$ cat config.mk
export PLATFORM = sky130hd
export DESIGN_NAME = pcileech_mux_sched
export DESIGN_NICKNAME = d
export VERILOG_FILES = /design/src/rtl/pcileech_mux_sched_pkg.sv /design/src/rtl/pcileech_mux_arb4.sv /design/src/rtl/pcileech_mux_sched.sv
export SDC_FILE = /design/constraint.sdc
export NUM_CORES = 1
export LEC_CHECK = 0
export CAP_MARGIN = 20
export CORE_ASPECT_RATIO = 0.6
export CORE_MARGIN = 2
export CORE_UTILIZATION = 52
export CTS_CLUSTER_SIZE = 20
export DETAILED_ROUTE_END_ITERATION = 8
export PLACE_DENSITY = 0.78
export SYNTH_ARGS = -nofsm -noshare
export SYNTH_HDL_FRONTEND = slang
export SYNTH_SLANG_ARGS = --single-unit
export TNS_END_PERCENT = 30
$ cat constraint.sdc
create_clock -name clk -period 2.8 [get_ports clk]
set_clock_uncertainty 0.2 [all_clocks]
set_input_delay 0.56 -clock clk [delete_from_list [all_inputs] [get_ports clk]]
set_output_delay 0.56 -clock clk [all_outputs]
set_load 0.02 [all_outputs]
$ cat src/rtl/pcileech_mux_sched_pkg.sv
// Shared definitions for the PCILeech multiplexer scheduler: FSM states,
// port count, frame geometry and the filler word value.
package pcileech_mux_sched_pkg;

    localparam int          NUM_PORTS   = 4;
    localparam int          FRAME_WORDS = 7;
    localparam logic [31:0] PAD_WORD    = 32'hffff_ffff;

    typedef enum logic [1:0] {
        ST_IDLE  = 2'd0,
        ST_GRANT = 2'd1,
        ST_DRAIN = 2'd2,
        ST_FLUSH = 2'd3
    } state_t;

endpackage

$ cat src/rtl/pcileech_mux_arb4.sv
// Four-way combinational arbiter: the lowest-numbered request at or after
// ptr (wrapping) wins; ptr = 0 gives fixed priority with port 0 highest.
module pcileech_mux_arb4
    import pcileech_mux_sched_pkg::*;
(
    input  logic [NUM_PORTS-1:0] req,
    input  logic [1:0]           ptr,
    output logic [1:0]           winner,
    output logic                 valid
);

    logic [2*NUM_PORTS-1:0] dbl;
    logic [NUM_PORTS-1:0]   rot;
    logic [1:0]             off;

    // Rotate so the pointer position becomes bit 0, then pick the lowest set bit.
    assign dbl = {req, req};
    assign rot = dbl[{1'b0, ptr} +: NUM_PORTS];

    always_comb begin
        off = 2'd0;
        for (int i = NUM_PORTS - 1; i >= 0; i--) begin
            if (rot[i]) off = 2'(i);
        end
    end

    assign winner = ptr + off;
    assign valid  = |req;

endmodule

$ cat src/rtl/pcileech_mux_sched.sv
// Read scheduler for the 4-port PCILeech mux: burst grants, drain gap and
// partial-frame padding. Define PCILEECH_MUX_SCHED_RR_EN for round-robin.
module pcileech_mux_sched
    import pcileech_mux_sched_pkg::*;
#(
    parameter int BURST_MAX     = 7,
    parameter int DRAIN_CYCLES  = 2,
    parameter int FLUSH_TIMEOUT = 16
) (
    input  logic                 clk,
    input  logic                 rst,
    input  logic                 rd_en,
    input  logic [NUM_PORTS-1:0] has_data,
    input  logic [NUM_PORTS-1:0] wr_en,
    output logic [NUM_PORTS-1:0] req_data,
    output logic [1:0]           grant_id,
    output logic                 pad_req,
    output logic                 frame_done,
    output logic                 busy
);

    localparam int BURST_W = $clog2(BURST_MAX + 1);
    localparam int DRAIN_W = $clog2(DRAIN_CYCLES + 1);
    localparam int IDLE_W  = $clog2(FLUSH_TIMEOUT + 1);

    state_t             state, state_nxt;
    logic [BURST_W-1:0] burst_cnt;
    logic [DRAIN_W-1:0] drain_cnt;
    logic [IDLE_W-1:0]  idle_cnt;
    logic [2:0]         frame_cnt;
    logic [1:0]         arb_ptr, arb_winner;
    logic               arb_valid;
    logic               pad_issue, beat, frame_wrap, flush_due, burst_end;

    pcileech_mux_arb4 u_arb (
        .req    (has_data),
        .ptr    (arb_ptr),
        .winner (arb_winner),
        .valid  (arb_valid)
    );

`ifdef PCILEECH_MUX_SCHED_RR_EN
    logic [1:0] rr_ptr;

    always_ff @(posedge clk or posedge rst) begin
        if (rst)
            rr_ptr <= 2'd0;
        else if (state == ST_IDLE && state_nxt == ST_GRANT)
            rr_ptr <= arb_winner + 2'd1;
    end

    assign arb_ptr = rr_ptr;
`else
    assign arb_ptr = 2'd0;
`endif

    // A beat from a source suppresses the pad, so a word is never counted twice.
    assign pad_issue  = (state == ST_FLUSH) && !(|wr_en);
    assign beat       = (|wr_en) || pad_issue;
    assign frame_wrap = beat && (frame_cnt == 3'(FRAME_WORDS - 1));
    assign flush_due  = (idle_cnt == IDLE_W'(FLUSH_TIMEOUT)) && (frame_cnt != 3'd0);
    assign burst_end  = (burst_cnt == BURST_W'(BURST_MAX)) || !has_data[grant_id];

    always_comb begin
        state_nxt = state;
        case (state)
            ST_IDLE: begin
                if (flush_due)
                    state_nxt = ST_FLUSH;
                else if (rd_en && arb_valid)
                    state_nxt = ST_GRANT;
            end
            ST_GRANT: if (burst_end) state_nxt = ST_DRAIN;
            ST_DRAIN: if (drain_cnt == DRAIN_W'(DRAIN_CYCLES - 1)) state_nxt = ST_IDLE;
            ST_FLUSH: if (frame_wrap) state_nxt = ST_IDLE;
            default:  state_nxt = ST_IDLE;
        endcase
    end

    always_ff @(posedge clk or posedge rst) begin
        if (rst) begin
            state      <= ST_IDLE;
            req_data   <= '0;
            grant_id   <= 2'd0;
            pad_req    <= 1'b0;
            frame_done <= 1'b0;
            busy       <= 1'b0;
            burst_cnt  <= '0;
            drain_cnt  <= '0;
            idle_cnt   <= '0;
            frame_cnt  <= 3'd0;
        end else begin
            state      <= state_nxt;
            busy       <= (state_nxt != ST_IDLE);
            pad_req    <= pad_issue;
            frame_done <= frame_wrap;
            drain_cnt  <= (state == ST_DRAIN) ? drain_cnt + 1'b1 : '0;
            req_data   <= '0;

            if (beat)
                frame_cnt <= frame_wrap ? 3'd0 : frame_cnt + 3'd1;

            if (beat)
                idle_cnt <= '0;
            else if (frame_cnt != 3'd0 && idle_cnt != IDLE_W'(FLUSH_TIMEOUT))
                idle_cnt <= idle_cnt + 1'b1;

            case (state)
                ST_IDLE: begin
                    if (state_nxt == ST_GRANT) begin
                        grant_id  <= arb_winner;
                        burst_cnt <= '0;
                    end
                end
                // rd_en low only pauses the burst; state and count are held.
                ST_GRANT: begin
                    if (!burst_end && rd_en) begin
                        req_data  <= NUM_PORTS'(1) << grant_id;
                        burst_cnt <= burst_cnt + 1'b1;
                    end
                end
                default: ;
            endcase
        end
    end

endmodule

==> results of run 1 <==
==> synthesized netlist by cell type, types with 2 or more instances <==
cell                        n
sky130_fd_sc_hd__nor3b_1    3
sky130_fd_sc_hd__buf_2      2
sky130_fd_sc_hd__nand4_1    2
sky130_fd_sc_hd__nand2_1    8
sky130_fd_sc_hd__a21oi_1    4
sky130_fd_sc_hd__ha_1       8
sky130_fd_sc_hd__mux2i_2    2
sky130_fd_sc_hd__inv_1      9
sky130_fd_sc_hd__nand3_1    3
sky130_fd_sc_hd__xor2_1     3
sky130_fd_sc_hd__nor3_1     2
sky130_fd_sc_hd__nand2b_1   3
sky130_fd_sc_hd__o21ai_0    8
sky130_fd_sc_hd__nor2_1    14
sky130_fd_sc_hd__mux2_1     2
sky130_fd_sc_hd__and2_4     2
sky130_fd_sc_hd__a22o_1     2
sky130_fd_sc_hd__dfrtp_1   24
==> where the power goes <==
group / internal [mW] / leakage [nW] / switching [mW]
clock: 0.0961 / 0.0216 / 0.102
sequential: 0.435 / 0.318 / 0.110
combinational: 0.235 / 0.348 / 0.257
==> state kept, by name (all words and copies together) (netlist names), 2 cells and up <==
name / count
burst_cnt: 3
frame_cnt: 3
grant_id: 2
drain_cnt: 2
idle_cnt: 5
req_data: 4
state: 2
==> layout make-up <==
cell class	instances	share of cell area (%)
inverter	9	2.211
timing repair buffer	20	12.94
sequential	24	39.31
clock buffer	3	2.703
multi-input combinational	85	40.38
tap	30	2.457
==> through the flow <==
step	cell area, sq um	util, %
after floorplan	1276	-
after global placement	1486	66.22
after detailed placement	1486	66.22
after CTS	1528	68.06
after global routing	1528	68.06
final	1528	68.06
==> cells in the final DEF, fill, tap and decap left out, drive strengths merged, types with 4 or more instances in the layout <==
cell and n:
ha 8, o21ai 10, nor2 14, nand2 8
dfrtp 24, a21oi 4, clkdlybuf4s50 19, inv 9
==> layer usage <==
metal	vias to the layer above	part of all wire, %	track usage (%)
met5	-	0	0
met4	0	0	4.800
met3	0	3.9	6.183
met2	13	48	32.23
met1	454	48	24.49
li1	460	-	-
==> worst paths after layout <==
check	depth (start not counted)	slack [ps]	to
worst max-delay path	1	560	grant_id[1]
worst max register to register	6	680	burst_cnt[0]
max in group asynchronous	3	1730	idle_cnt[3]
min in group asynchronous	3	440	state[1]
worst min register to register	1	240	drain_cnt[0]
worst min-delay path	1	240	drain_cnt[0]
==> cells by family after synthesis <==
group | synth area share (%)
AOI/OAI and AO/OA | 12.55
xor gates and xnor gates | 2.746
adders and majority gates | 7.843
buffers and inverters | 4.607
DFF | 47.06
muxes | 5.098
and+or+nand+nor | 20.10
==> summary by stage, run 1 <==
Run status
The flow ran to the end, and the final reports show no timing, DRC or antenna violations.

Floorplanning
The effective utilization at floorplan is between 50% and 60%. From left edge to right edge, the die measures 67.96 um. The die covers 0.002880 sq mm. The number of rows in the core area is 13. The standard cell core area is ~0.0022 sq mm. Pin placement for this block handled 20 I/O pins. The overall die height is 42.38 um.

Worst setup path
The delay of the slowest cell on the worst path is 670 ps. Of all nets on the critical path, the largest fanout is 8. The cell family with the largest share of critical-path delay is buffers and inverters. Walking the worst path, the cells encountered are clkdlybuf4s50_1. The critical setup path kind is flop to primary output. At the worst endpoint, the arrival time is 1480 ps. Data on the critical path is required at its endpoint by slightly above 2000 ps. For this design, the slowest cell found on the critical path is sky130_fd_sc_hd__clkdlybuf4s50_1. The worst setup path is captured at a primary output.

The critical path starts at grant_id[1]. The worst flop-to-flop path startpoint is burst_cnt[0]. The worst path buffer plus inverter count is 1.

The kind of start point of the critical path is a flop.

STA
In this run the tightest slew margin relative to its limit is 77.43%. The final worst setup slack is approximately 560 ps. The final hold violation count is 0. Setup repair after global routing left no endpoint under its margin. Hold timing on the final database bottoms out at a slack of 242.3 ps. The maximum operating frequency is 447.4 MHz. The period utilization is 79.83%. The number of slew-limit violations in the final report is 0. The slew at the pin closest to its max-slew limit is 338.5 ps. The smallest clock period supported by the final layout is computed as about 2200 ps.

The post-route setup TNS is 0 ps. The total setup violations reported at the end of the flow is 0.

Clock tree
The number of resized instances in the post-cts repair step is 0. Clock-pin slew was measured on the worst setup and hold paths at 80 ps. Hold repair after CTS inserted 0 buffers.

The clock buffer count from CTS is 3. The root buffer cell chosen for the clock tree is sky130_fd_sc_hd__clkbuf_8. The maximum clock insertion buffer count is 2. The clock latency of the later-clocked register in the worst-skew pair is 260 ps. The total setup buffers inserted after CTS is 0.

The clock net sink count is 24. In this run the number of H-tree levels came out at 1. The TritonCTS clock tree is built.

Layout
The count of nets after finishing is roughly 160. The number of fillers in the final layout is 175. The area of the multi-input gates is 616.8 sq um. The area added between synthesis and finish is 19.71%. The number of antenna diodes in the final layout is 0. After the flow finishes, the layout carries non-filler instances totaling 171. Summing all flip-flop and latch instances after layout gives 600.6 sq um.

Of the cells placed in the final design, the portion with a size suffix greater than 1 is under 10%.

Global route
The first global-routing pass estimated 4105 um of wire. Global routing finished with a remaining overflow of 0. The number of antenna violations at the first check in global routing is 0. The number of global-route vias before repair was 912.

The total routing usage reported by global routing is 19.45%. Entering global routing, the biggest net connects 25 pins.

Synthesis
The cell type contributing the most total cell area after synthesis is sky130_fd_sc_hd__dfrtp_1. Counting flops and latches in the post-synthesis netlist gives 24. The synthesized area per cell is 10.46 sq um. The dominant register cell in the synthesized netlist is sky130_fd_sc_hd__dfrtp_1. The cell count after synthesis came out at 122. Synthesis produced a netlist with a net count of 141. In the synthesized netlist the async set-or-reset flop fraction comes to 100.0%. Counting flops with a built-in enable in the synthesized netlist gives 0.

The proportion of netlist area held by the largest area contributor is 47.06%. After synthesis the cells add up to 0.001276 sq mm. The Yosys step of the flow raised 0 warnings. Yosys attributes the largest share of cell area to sky130_fd_sc_hd__dfrtp_1 (47%), sky130_fd_sc_hd__ha_1 (7.8%), sky130_fd_sc_hd__nor2_1 (4.1%). The distinct cell type count after synthesis is 39.

Sequential cells were found to cover 47.06% of the synthesized design area.

Route
The post-detailed-route count of antenna-violating nets is 0. The first detailed-routing pass took 4 iterations. The initial DRC count is about 40. The total wirelength of the detailed-routed design is 2446 um. The wire length per cell is 14.30 um. After detailed routing, the number of remaining DRC violations is 0.

The per-cell via count in the routed design is 5.421. The final route contains 927 vias.

Power and ir drop
The worst IR drop on VDD is 0.4437 mV. The overall power is 1.233 mW. For this design the ratio of total power to cell area is 807.3 mW/mm^2. The total leakage power is 0.6879 nW.

Place
The post-placement setup slack is a little under 400 ps. The count of buffers from port buffering is 19. The detailed-placement wirelength estimate is 1931 um. Including well taps, the total number of placed cells is 168. The routability congestion estimate is 0.8742.

Min path
The startpoint of the most critical hold path is drain_cnt[0]. The kind of path behind the tightest hold check is flop to flop.

Run
The tool flagged a number of max-cap violations equal to 0.
Note: power is estimated with default switching activity, not from simulation.
==> run 2: changes to the inputs <==
- clock period: 2.8 -> 2.33 ns (I/O delays scaled with it)
==> run 2 against run 1 <==
Worst setup slack worse by 370 ps. Clock-buffer cell count stayed put. Final cell count stayed put. Critical path depth stayed put. Sequential share of layout area stayed put. Combinational power is 22% higher. Wire length is 3.6% higher.
==> summary by stage, run 2 (same netlist as run 1, synthesis figures left out) <==
Power and ir drop
The total leakage power is 0.6879 nW (unchanged). The worst IR drop on VDD is 0.4577 mV (+3.2%). The power density normalized to cell area came to 975.9 mW/mm^2 (+21%). The overall power is 1.491 mW (+21%).

Min path
The cell depth of the worst min-delay path was 1 (unchanged). The worst hold path belongs to the class flop to flop.

Layout
Leaving out fill and tap cells, the most frequent cell in the layout is sky130_fd_sc_hd__dfrtp_1. The area taken by flip-flops and latches is 600.6 sq um (unchanged). The area added between synthesis and finish is 19.71% (unchanged). The count of nets after finishing came to 162 (unchanged). The largest registers in the layout are idle_cnt: 5 flops, req_data: 4 flops.

The number of diodes is 0 (unchanged). The area of all placed cells without fillers was 0.001528 sq mm (unchanged). The share of cells above drive strength 1 is 9.220% (unchanged). The number of flip-flops under the largest register name is 5 (unchanged).

The number of fillers in the final layout was 180 (+2.9%). More flip-flops sit in one register than any other, and that register is idle_cnt. The area of the multi-input gates came to 616.8 sq um (unchanged).

The top cell types in the final layout, fill and taps aside, are sky130_fd_sc_hd__dfrtp_1 (24), sky130_fd_sc_hd__clkdlybuf4s50_1 (19), sky130_fd_sc_hd__nor2_1 (14), sky130_fd_sc_hd__inv_1 (9).

Route
The initial DRC count was 66 (+61%). The post-detailed-route count of antenna-violating nets is 0 (unchanged). The residual DRC count was 0 (unchanged). The per-cell via count in the routed design came to 5.520 (+1.8%). The total wirelength of the detailed-routed design is 2534 um (+3.6%). The via count is 944 (+1.8%).

The wire length per cell is 14.82 um (+3.6%). The length of the first detailed-routing pass in iterations is 4 (unchanged).

STA
Setup repair after global routing left no endpoint under its margin. The final hold violation count was 0 (unchanged). The final worst hold slack came to 261.8 ps (+19.45 ps). The total setup violations reported at the end of the flow is 0 (unchanged). Derived from the worst setup path, the maximum achievable clock frequency is about 470 MHz.

The slew at the pin closest to its max-slew limit is 377.0 ps (+38.51 ps). The period utilization is 91.68%. The worst slew slack as a fraction of its limit is 74.81% (-2.6 points). The post-route setup TNS is 0 ps (unchanged).

The number of slew-limit violations in the final report is 0 (unchanged). The smallest clock period supported by the final layout is computed as 2136 ps.

Floorplanning
The effective utilization at floorplan is 56.86% (unchanged). The number of rows in the core area is 13 (unchanged). The die area is 0.002880 sq mm (unchanged). The standard cell core area is 0.002245 sq mm (unchanged). The overall die height is 42.38 um (unchanged).

The die width is 67.96 um (unchanged). The total I/O pin count was 20 (unchanged).

Global route
The number of global-route vias before repair is 932 (+2.2%). The total routing usage reported by global routing came to 20.29% (+0.85 points). The maximum number of pins on one net before global-route repair came to 25 (unchanged). The wire length of the first global-routing pass is 4202 um (+2.4%). The number of antenna violations at the first check in global routing is 0 (unchanged). The total overflow reported by the global router was 0 (unchanged).

Worst setup path
The critical path depth was 1 (unchanged). The worst flop-to-flop path startpoint is burst_cnt[0]. The depth of the most critical reg-to-reg path is 6 (unchanged). The kind of cell with the highest combined delay along the critical path is buffers and inverters.

The worst path buffer plus inverter count came to 1 (unchanged). The largest fanout on the critical path is 8 (unchanged). The category of the worst setup path capture point is a primary output. The delay of the slowest cell on the worst path was 680 ps (about the same).

Walking the worst path, the cells encountered are clkdlybuf4s50_1. The critical path starts at grant_id[1]. The setup slack of the worst register-to-register path was 210 ps (-470 ps).

The arrival time of the worst setup path is 1470 ps (about the same). The endpoint of the worst setup timing path is grant_id[1]. STA classifies the critical path startpoint as a flop. Among all stages on the critical path, the largest delay is contributed by sky130_fd_sc_hd__clkdlybuf4s50_1.

The destination of the worst register-to-register timing path is burst_cnt[0]. The critical setup path kind is flop to primary output. The required time at the endpoint of the critical path was 1660 ps (-380 ps).

Clock tree
The deepest level of the CTS H-tree came to 1 (unchanged). The clock net sink count is 24 (unchanged). The clock buffer count from CTS was 3 (unchanged). The total setup buffers inserted after CTS is 0 (unchanged). The clock edge transition at the registers on the reported setup and hold paths came to 80 ps (about the same).

The clock tree root buffer cell is sky130_fd_sc_hd__clkbuf_8. The count of hold-fix buffers inserted at cts is 0 (unchanged). The number of resized instances in the post-cts repair step is 0 (unchanged).

TritonCTS built the clock tree. The maximum clock insertion buffer count was 2 (unchanged). The clock latency of the later-clocked register in the worst-skew pair is 260 ps (about the same).

Place
The count of buffers from port buffering is 19 (unchanged). The detailed-placement wirelength estimate is 1956 um (+1.3%). The routability congestion estimate is 0.8911 (+1.9%). The area after detailed placement is 0.001486 sq mm (unchanged).

Run
The count of maximum capacitance violations is 0 (unchanged).

Run status
The flow ran to the end, and the final reports show no timing, DRC or antenna violations.
[run 2: area by class of cell]
| class | count | area share [%] |
|---|---|---|
| multi-input combinational | 85 | 40.38 |
| sequential | 24 | 39.31 |
| inverter | 9 | 2.211 |
| clock buffer | 3 | 2.703 |
| tap | 30 | 2.457 |
| timing repair buffer | 20 | 12.94 |
[run 2: per-layer routing]
metal	GRT usage (%)	vias up	part of all wire [%]
li1	-	458	-
met1	24.87	466	47
met2	33.40	16	47
met3	5.914	4	4.2
met4	8.000	0	1.4
met5	0	-	0
[run 2: worst min path at each step]
stage,startpoint,to
2_1_floorplan,drain_cnt[0],drain_cnt[0]
3_3_place_gp,drain_cnt[0],drain_cnt[0]
3_5_place_dp,drain_cnt[0],drain_cnt[0]
4_1_cts,drain_cnt[0],drain_cnt[0]
5_1_grt,drain_cnt[0],drain_cnt[0]
6_report,drain_cnt[0],drain_cnt[0]
[run 2: stage by stage]
stage / util [%] / std cells / setup slack, ps
after global placement: 66.22 / 168 / 69.17
after floorplan: - / 122 / 392.7
after global routing: 68.06 / 171 / 99.44
final: 68.06 / 171 / 193.9
after CTS: 68.06 / 171 / 172.6
after detailed placement: 66.22 / 168 / 3.129
[run 2: power by group]
| group | total [mW] | internal [mW] | switching [mW] |
|---|---|---|---|
| Combinational | 0.599 | 0.283 | 0.316 |
| Sequential | 0.657 | 0.523 | 0.135 |
| Clock | 0.235 | 0.115 | 0.119 |
==> run 3: changes to the inputs <==
--- a/constraint.sdc
+++ b/constraint.sdc
@@ -3,3 +3,3 @@
 set_input_delay 0.466 -clock clk [delete_from_list [all_inputs] [get_ports clk]]
 set_output_delay 0.466 -clock clk [all_outputs]
-set_load 0.02 [all_outputs]
+set_load 0.1 [all_outputs]
==> run 3 against run 2 <==
First-iteration DRC count is 12% lower. Largest power group is now combinational cells. Clock power rose by 18%. Non-clock buffer count unchanged. Final cell count grew 0.58%. Worst setup slack improved by 36 ps. Critical endpoint is now burst_cnt[0].
==> summary by stage, run 3 (same netlist as run 1, synthesis figures left out) <==
Clock tree
The clock edge transition at the registers on the reported setup and hold paths is 80 ps (about the same). The deepest level of the CTS H-tree is 1 (unchanged). In this run the clock root is driven by a sky130_fd_sc_hd__clkbuf_8. The clock latency of the later-clocked register in the worst-skew pair is 270 ps (about the same). The number of resized instances in the post-cts repair step was 0 (unchanged).

The clock net sink count is 24 (unchanged). The maximum clock insertion buffer count was 2 (unchanged). The total setup buffers inserted after CTS is 0 (unchanged). The TritonCTS clock tree is built. The count of hold-fix buffers inserted at cts came to 0 (unchanged). The clock buffer count from CTS is 3 (unchanged).

Layout
The share of cells above drive strength 1 was 16.20% (+7.0 points). Compared with the post-synthesis result, the final layout area differs by 20.00%. Ranked by flip-flop count, first place goes to idle_cnt.

The area of all placed cells without fillers is 0.001531 sq mm (+0.25%). The commonest non-fill, non-tap cell in the layout is sky130_fd_sc_hd__dfrtp_1. The number of cells in the finished layout apart from fillers is 172 (+0.58%). The number of fillers in the final layout came to 168 (-6.7%). In the layout the commonest cells are sky130_fd_sc_hd__dfrtp_1 (24), sky130_fd_sc_hd__nor2_1 (14), sky130_fd_sc_hd__clkdlybuf4s50_1 (10), sky130_fd_sc_hd__inv_1 (9), sky130_fd_sc_hd__buf_4 (9). The count of nets after finishing is 162 (unchanged). The number of diodes was 0 (unchanged). In the final layout, the registers with the most flip-flops are idle_cnt: 5 flops, req_data: 4 flops. The number of flip-flops under the largest register name came to 5 (unchanged).

Floorplanning
The total I/O pin count was 20 (unchanged). The effective utilization at floorplan is 56.86% (unchanged). The die width is 67.96 um (unchanged).

The die area came to 0.002880 sq mm (unchanged). The standard cell core area is 0.002245 sq mm (unchanged). The number of rows in the core area is 13 (unchanged).

The overall die height came to 42.38 um (unchanged).

Worst setup path
The worst register-to-register path begins at burst_cnt[0]. The largest fanout on the critical path came to 4 (-4). The cell seen most often among critical-path stages is sky130_fd_sc_hd__ha_1. The category of the worst setup path capture point is a flop. The depth of the most critical reg-to-reg path came to 6 (unchanged). The arrival time of the worst setup path is 2060 ps (+590 ps). The endpoint of the worst setup timing path is burst_cnt[0]. On the critical path, the stage with the largest delay is an instance of sky130_fd_sc_hd__dfrtp_1. The delay of the slowest cell on the worst path is 400 ps (-280 ps).

Traced cell by cell, the critical path runs through ha_1, ha_1, or2_1, o32ai_4, o21ai_2, mux2_4. The destination of the worst register-to-register timing path is burst_cnt[0]. The required time at the endpoint of the critical path came to 2290 ps (+630 ps). In this run the worst setup path begins at burst_cnt[0].

The critical setup path kind is flop to flop. The setup slack of the worst register-to-register path is 230 ps (+20 ps). The kind of start point of the critical path is a flop.

Global route
The wire length of the first global-routing pass is 4071 um (-3.1%). The number of global-route vias before repair was 895 (-4.0%). The number of antenna violations at the first check in global routing is 0 (unchanged). The total overflow reported by the global router is 0 (unchanged).

The maximum number of pins on one net before global-route repair came to 25 (unchanged). The total routing usage reported by global routing is 19.36% (-0.93 points).

Power and ir drop
The internal power is 961.6 uW (+4.4%). The proportion of power drawn by flip-flops and latches is 38.0% (-6.1 points). The part of the power in the clock network is 15.9% (+0.2 points). The switching share of power came to 44.91% (+6.7 points). The worst IR drop on VDD is 0.6440 mV (+41%). The switching power of the nets is 783.8 uW (+38%). The total leakage power is 0.7143 nW (+3.8%). The overall power is 1.745 mW (+17%). The power density normalized to cell area is 1140 mW/mm^2 (+17%).

The relative contribution of combinational cells to total power is 46.1% (+5.9 points).

STA
The slew at the pin closest to its max-slew limit was 408.3 ps (+31.27 ps). The clock period minus final worst setup slack is 2101 ps (-35.56 ps). The period utilization is 90.15% (-1.5 points). The final hold violation count is 0 (unchanged). Setup repair after global routing left no endpoint under its margin. The post-route setup TNS came to 0 ps (unchanged). The number of slew-limit violations in the final report is 0 (unchanged).

The total setup violations reported at the end of the flow came to 0 (unchanged). The maximum operating frequency is 476.1 MHz (+1.7%). The worst slew slack as a fraction of its limit is 72.78% (-2.0 points).

Place
The detailed-placement wirelength estimate came to 1884 um (-3.7%). The count of buffers from port buffering came to 19 (unchanged). The area after detailed placement came to 0.001476 sq mm (-0.67%).

The number of cells after detailed placement is 168 (unchanged). The routability congestion estimate came to 0.8968 (+0.64%).

Route
The wire length per cell is 14.18 um (-4.3%). The post-detailed-route count of antenna-violating nets is 0 (unchanged). The residual DRC count is 0 (unchanged). The per-cell via count in the routed design was 5.320 (-3.6%). The total wirelength of the detailed-routed design was 2439 um (-3.7%).

The via count was 915 (-3.1%). The initial DRC count is 58 (-12%). The length of the first detailed-routing pass in iterations is 4 (unchanged).

Run status
The run finished with clean final reports.

Run
The count of maximum capacitance violations came to 0 (unchanged).

Min path
The worst hold path belongs to the class flop to flop.
-- run 3: cell count changes in the layout (fill, tap and decap cells not counted) --
cell	delta
sky130_fd_sc_hd__buf_4	+8
sky130_fd_sc_hd__buf_12	+1
sky130_fd_sc_hd__clkdlybuf4s50_1	-9
sky130_fd_sc_hd__clkbuf_8	+1
-- run 3: how the worst min path moves through the flow --
stage	from	endpoint	slack, ps	cells after the start
6_report	drain_cnt[0]	drain_cnt[0]	270	1
5_1_grt	drain_cnt[0]	drain_cnt[0]	290	1
4_1_cts	drain_cnt[0]	drain_cnt[0]	270	1
3_5_place_dp	drain_cnt[0]	drain_cnt[0]	250	1
3_3_place_gp	drain_cnt[0]	drain_cnt[0]	220	1
2_1_floorplan	drain_cnt[0]	drain_cnt[0]	210	1
-- run 3: power by group through the flow --
stage	logic [mW]	clock network (mW)	registers [mW]
after floorplan	0.446	0	0.832
after global placement	0.771	0	0.657
after detailed placement	0.805	0	0.667
after CTS	0.810	0.285	0.660
after global routing	0.879	0.305	0.683
final	0.805	0.278	0.663
-- run 3: per-layer routing --
metal	wire length (um)	vias up	GRT usage [%]
li1	-	456	-
met1	1193	438	26.39
met2	1097	16	30.10
met5	0	-	0
met4	31	0	3.600
met3	117	5	6.720
-- run 3: cell type report --
class | instances | area [sq um] | area share, %
repair buffers | 20 | 187.7 | 12.25
flip-flops and latches | 24 | 600.6 | 39.22
inverters | 9 | 33.78 | 2.206
clock buffers | 4 | 55.05 | 3.595
well taps | 30 | 37.54 | 2.451
multi-input cells | 85 | 616.8 | 40.28
-- run 3: metrics by stage --
step                hold WS (ps)  utilization (%)  setup WS (ps)
floorplan                  208.1                -          26.06
global placement           219.8            65.77          63.61
detailed placement         252.6            65.77          43.58
CTS                        266.5            68.23          233.8
global route               294.6            68.23          129.9
finish                     265.1            68.23          229.5
-- run 3: critical path: cells and delay by family, from the launching register on --
family | cells | cell delay (ps)
adder cells (fa/ha/maj) | 2 | 430
AO/OA/AOI/OAI | 2 | 430
flip-flops | 1 | 400
multiplexers | 1 | 270
AND/OR/NAND/NOR | 1 | 260
